==> config.mk <==
export PLATFORM = sky130hd
export DESIGN_NAME = simd_result_drain
export DESIGN_NICKNAME = d
export VERILOG_FILES = /design/src/rtl/simd_pkg.sv /design/src/rtl/simd_result_fifo.sv /design/src/rtl/simd_result_drain.sv
export SDC_FILE = /design/constraint.sdc
export NUM_CORES = 1
export LEC_CHECK = 0
export BUFFER_PORTS_ARGS = -buffer_cell sky130_fd_sc_hd__buf_2
export CAP_MARGIN = 25
export CORE_UTILIZATION = 40
export DETAILED_ROUTE_END_ITERATION = 6
export PLACE_DENSITY_LB_ADDON = 0.12
export REMOVE_ABC_BUFFERS = 1
export SLEW_MARGIN = 25
export SYNTH_ARGS = -nofsm -noshare
export SYNTH_HDL_FRONTEND = slang
export SYNTH_HIERARCHICAL = 1
export SYNTH_SLANG_ARGS = --single-unit
==> constraint.sdc <==
create_clock -name clk -period 10.2 [get_ports clk]
set_clock_uncertainty 0.05 [all_clocks]
set_input_delay 2.04 -clock clk [delete_from_list [all_inputs] [get_ports clk]]
set_output_delay 2.04 -clock clk [all_outputs]
set_load 0.02 [all_outputs]
==> src/rtl/simd_pkg.sv <==
// Shared types and widths for the SIMD result drain path.
package simd_pkg;
  localparam int LANE_W = 32;
  localparam int LANES  = 4;
  localparam int ADDR_W = 6;
  localparam int BEAT_W = LANE_W * LANES;

  typedef enum logic {BEAT_RES = 1'b0, BEAT_EXT = 1'b1} drain_state_e;

  // One captured bundle: result beat in the upper half, extra beat in the lower.
  typedef struct packed {
    logic [BEAT_W-1:0] res;
    logic [BEAT_W-1:0] ext;
  } bundle_t;
endpackage

==> src/rtl/simd_result_fifo.sv <==
// Bundle FIFO: DEPTH entries of 256 bits, head visible combinationally on rdata.
module simd_result_fifo
  import simd_pkg::*;
#(
  parameter int DEPTH = 4
) (
  input  logic        clk,
  input  logic        reset,
  input  logic        clear,
  input  logic        push,
  input  bundle_t     wdata,
  input  logic        pop,
  output bundle_t     rdata,
  output logic        full,
  output logic        empty,
  output logic [3:0]  count
);
  localparam int PW = $clog2(DEPTH);

  bundle_t         mem [DEPTH];
  logic [PW-1:0]   wp, rp;

  assign rdata = mem[rp];
  assign full  = (count == 4'(DEPTH));
  assign empty = (count == 4'd0);

  // Push into a full FIFO is only issued alongside a pop, so the slot being
  // overwritten is the one the read pointer is leaving.
  always_ff @(posedge clk) begin
    if (push) mem[wp] <= wdata;
  end

  always_ff @(posedge clk or negedge reset) begin
    if (!reset) begin
      wp    <= '0;
      rp    <= '0;
      count <= '0;
    end else if (clear) begin
      wp    <= '0;
      rp    <= '0;
      count <= '0;
    end else begin
      if (push) wp <= wp + 1'b1;
      if (pop)  rp <= rp + 1'b1;
      count <= count + 4'(push) - 4'(pop);
    end
  end
endmodule

==> src/rtl/simd_result_drain.sv <==
// Captures four-lane ALU result/extra bundles and drains each as two 128-bit beats.
module simd_result_drain
  import simd_pkg::*;
#(
  parameter int DEPTH = 4
) (
  input  logic              clk,
  input  logic              reset,
  input  logic              procc_done,
  input  logic [LANE_W-1:0] in_result0,
  input  logic [LANE_W-1:0] in_result1,
  input  logic [LANE_W-1:0] in_result2,
  input  logic [LANE_W-1:0] in_result3,
  input  logic [LANE_W-1:0] in_extra0,
  input  logic [LANE_W-1:0] in_extra1,
  input  logic [LANE_W-1:0] in_extra2,
  input  logic [LANE_W-1:0] in_extra3,
  input  logic              clear,
  input  logic              out_ready,
  output logic              out_valid,
  output logic [BEAT_W-1:0] out_data,
  output logic              out_last,
  output logic [ADDR_W-1:0] out_addr,
  output logic [3:0]        fifo_count,
  output logic              overflow
);
  logic [LANES-1:0][LANE_W-1:0] res_lanes, ext_lanes;
  bundle_t      wr_bundle, head;
  drain_state_e state_q, state_d;
  logic         done_q, capture, accept, push, pop, full, empty;

  // Lane 0 lands in the most significant slot of each beat.
  assign res_lanes = {in_result0, in_result1, in_result2, in_result3};
  assign ext_lanes = {in_extra0, in_extra1, in_extra2, in_extra3};
  assign wr_bundle = '{res: res_lanes, ext: ext_lanes};

  assign capture   = procc_done && !done_q;
  assign out_valid = !empty;
  assign accept    = out_valid && out_ready && !clear;
  assign pop       = accept && (state_q == BEAT_EXT);
  assign push      = capture && !clear && (!full || pop);

  simd_result_fifo #(.DEPTH(DEPTH)) u_fifo (
    .clk   (clk),
    .reset (reset),
    .clear (clear),
    .push  (push),
    .wdata (wr_bundle),
    .pop   (pop),
    .rdata (head),
    .full  (full),
    .empty (empty),
    .count (fifo_count)
  );

  always_comb begin
    out_data = '0;
    if (out_valid) out_data = (state_q == BEAT_RES) ? head.res : head.ext;
  end
  assign out_last = out_valid && (state_q == BEAT_EXT);

  always_comb begin
    state_d = state_q;
    if (clear)       state_d = BEAT_RES;
    else if (accept) state_d = (state_q == BEAT_RES) ? BEAT_EXT : BEAT_RES;
  end

  always_ff @(posedge clk or negedge reset) begin
    if (!reset) begin
      state_q  <= BEAT_RES;
      done_q   <= 1'b0;
      out_addr <= '0;
      overflow <= 1'b0;
    end else begin
      state_q <= state_d;
      done_q  <= procc_done;
      if (clear) begin
        out_addr <= '0;
        overflow <= 1'b0;
      end else begin
        if (accept)                   out_addr <= out_addr + 1'b1;
        if (capture && full && !pop)  overflow <= 1'b1;
      end
    end
  end
endmodule

==> flow_summary.toml <==
[worst_setup_path]
critPathMaxFanout = 110
cp.buffers_inverters = 2
crit_arrival_ps = 3890
worst_ep_required_time_ps = 8110
critPathLaunchType = "flip-flop"
endpoint_kind = "output port"
worst_path_max_delay_cell = "dfrtp_4"
cp_top_family = "multiplexers"
critical_path.max_stage_delay_ps = 970
cp_cell_sequence = "buf_12 -> mux4_1 -> mux2i_1 -> nor2_1 -> buf_2"
path_class = "flip-flop to output port"

[timing]
rsz0062_at_grt = "no"
finalCritPeriodShare_pct = 58.6
worst_hold_slack_ps = 482
worstMarginPinSlew_ps = 1150
fin_setup_tns_ps = 0
max_freq_ghz = 0.167
drv_slew = 0
max_slew_margin_pct = 23.0
setup_viol = 0
finalHoldViolCount = 0
timing.final.crit_period_ps = 5980

[logic_synthesis]
ys_seq_elements = 1041
synth_area_per_cell_um2 = 23.5
yosysWarnings = 6
netlist_instances = 1720
yosysSeqAreaShare_pct = 77.3
netlist_area_um2 = 40400
yosysUniqueCellTypes = 34

[power_and_ir_drop]
power.internal_uw = 7430
seqPwrFrac_pct = 48.2
switching_power_uw = 2580
power_density_nw_per_um2 = 213
swShare_pct = 25.8
ir_drop_mv = 0.246
pwr-share-clk_pct = 37.5
finalPower_uw = 10000
p_leak_uw = 0.0155
comb_power_share_pct = 14.3

[grt]
gr-total-overflow = 0
antenna_found_initial = 42
grt_pass1_vias = 19787
grt_pass1_wl_mm = 127
grt_use_total_pct = 16.7
grt_max_degree = 137

[cts]
clk_path_buf_depth = 3
cts.sinks = 1041
cts_tree = "done"
root_buffer = "clkbuf_16"
postCtsResizedCells = 0
numCtsBuffers = 108
postCtsSetupRepairBufs = 0
cts_hold_buf = 0
path_clk_slew_ps = 60
clk_latency_ps = 670
htreeDepth = 3

[placed_design]
place_area_um2 = 43600
dp_hpwl_mm = 47.7
port_buffers = 401
gp_congestion = 0.737

[job]
drv_cap = 0

[routing]
wl_per_cell_um = 23.9
num_vias = 18421
wl_met1_mm = 34.8
dr.first_iter.drc_count = 1141
wl_met3_mm = 5.95
viasPerCell = 5.17
routed_wl_mm = 85.0
antenna_left = 0
dr.pass1.iters = 5
top_layer = "met5"
route.detailed.drc = 0
wl_met2_mm = 42.4

[run_status]
status = "finished, final reports clean"

[floorplanning]
start_util_pct = 40.4
die_area_um2 = 102000
ios = 402
rows = 116
core_um2 = 100000
die_h_um = 320
die_x_um = 320

[cells_and_area]
drive_above_1_share_pct = 32.6
syn_to_final_growth_pct = 16.7
final_net_count = 2436
fin_area_um2 = 47100
final_util_pct = 47.1

[min_path]
hold_path.class = "flip-flop to flip-flop"
-- worst register-to-register path, delay by kind of cell, from the launching register on --
family                   cells  cell delay (ps)
adder cells (fa/ha/maj)      1              190
AO/OA/AOI/OAI                1              120
buffers and inverters        3             1570
AND/OR/NAND/NOR              4             1820
flip-flops                   1              380
-- cell usage in the layout (no fill, tap or decap), types with 8 or more instances in the layout --
| cell | n |
|---|---|
| edfxtp_1 | 1024 |
| buf_2 | 401 |
| mux4_2 | 145 |
| nor2_1 | 141 |
| mux2i_1 | 130 |
| clkbuf_16 | 112 |
| mux4_1 | 111 |
| clkbuf_1 | 27 |
| clkinv_1 | 22 |
| clkinv_2 | 21 |
| dfrtp_1 | 14 |
| buf_4 | 13 |
| ha_1 | 11 |
| inv_1 | 10 |
| diode_2 | 8 |
| buf_12 | 8 |
-- synth_stat cells (all sizes together) --
| cell type | instances | area (um^2) |
|---|---|---|
| a21boi | 1 | 7.51 |
| a21oi | 2 | 10.0 |
| a22o | 1 | 8.76 |
| a31o | 1 | 8.76 |
| and2 | 4 | 25.0 |
| and3 | 4 | 25.0 |
| and4 | 1 | 11.3 |
| buf | 75 | 613 |
| clkbuf | 16 | 60.1 |
| dfrtp | 17 | 425 |
| edfxtp | 1024 | 30700 |
| fa | 1 | 20.0 |
| ha | 11 | 138 |
| inv | 10 | 37.5 |
| mux2 | 3 | 37.5 |
| mux2i | 130 | 1300 |
| mux4 | 256 | 6180 |
| nand2 | 1 | 3.75 |
| nand2b | 1 | 6.26 |
| nand3 | 1 | 5.00 |
| nand3b | 1 | 7.51 |
| nand4 | 2 | 12.5 |
| nor2 | 141 | 529 |
| nor2b | 8 | 57.6 |
| nor3b | 1 | 7.51 |
| xnor2 | 5 | 43.8 |
| xor2 | 2 | 17.5 |
-- final timing paths --
path	end	slack, ps	depth (start not counted)	from
worst min register to register	overflow$_DFFE_PN0P_	480	1	overflow$_DFFE_PN0P_
max in group asynchronous	state_q$_DFFE_PN0P_	8540	1	reset
worst min-delay path	overflow$_DFFE_PN0P_	480	1	overflow$_DFFE_PN0P_
worst max-delay path	out_data[73]	4220	5	u_fifo/rp[0]$_DFFE_PN0P_
min in group asynchronous	u_fifo/count[1]$_DFF_PN0_	1240	1	reset
worst max register to register	u_fifo/mem[2][230]$_DFFE_PP_	5630	9	u_fifo/count[2]$_DFF_PN0_
-- per-layer routing --
metal | global-route usage (%) | vias to the layer above
met5 | 0 | -
met4 | 4.59 | 56
met3 | 5.27 | 159
met2 | 27.8 | 415
met1 | 21.1 | 9607
li1 | - | 8184
-- per-stage QoR --
step / worst slack [ps] / std cells
finish: 4220 / 3562
global route: 3910 / 3556
CTS: 4030 / 3553
detailed placement: 4430 / 3350
global placement: 4500 / 3349
floorplan: -2160 / 1629
-- logic make-up after synthesis --
group                    Yosys count  share of synthesized area [%]
adder cells (fa/ha/maj)           12                          0.391
AO/OA/AOI/OAI                      5                         0.0868
buffers and inverters            101                           1.76
AND/OR/NAND/NOR                  165                           1.71
flip-flops                      1041                           77.3
XOR/XNOR                           7                          0.152
multiplexers                     389                           18.6
-- state kept, by name, indices dropped and copies added (netlist names) --
signal,cells
out_addr,6
u_fifo/count,4
u_fifo/mem,1024
u_fifo/wp,2
state_q,1
u_fifo/rp,2
done_q,1
overflow,1
-- cell type report --
cell class,count,area [um^2]
Clock buffer,142,2950
Timing Repair Buffer,424,2320
Inverter,10,37.5
Tap cell,1298,1620
Sequential cell,1041,31200
Clock inverter,61,479
Antenna cell,8,20.0
Fill cell,8313,52900
Multi-Input combinational cell,578,8480
-- power by group through the flow --
| stage | sequential (uW) | combinational (uW) | clock, uW |
|---|---|---|---|
| after floorplan | 4990 | 872 | 0 |
| after global placement | 4910 | 1460 | 0 |
| after detailed placement | 4920 | 1470 | 0 |
| after CTS | 4830 | 1470 | 3870 |
| after global routing | 4830 | 1540 | 4030 |
| final | 4830 | 1430 | 3760 |
No activity file was read; power rests on OpenSTA's default activity.
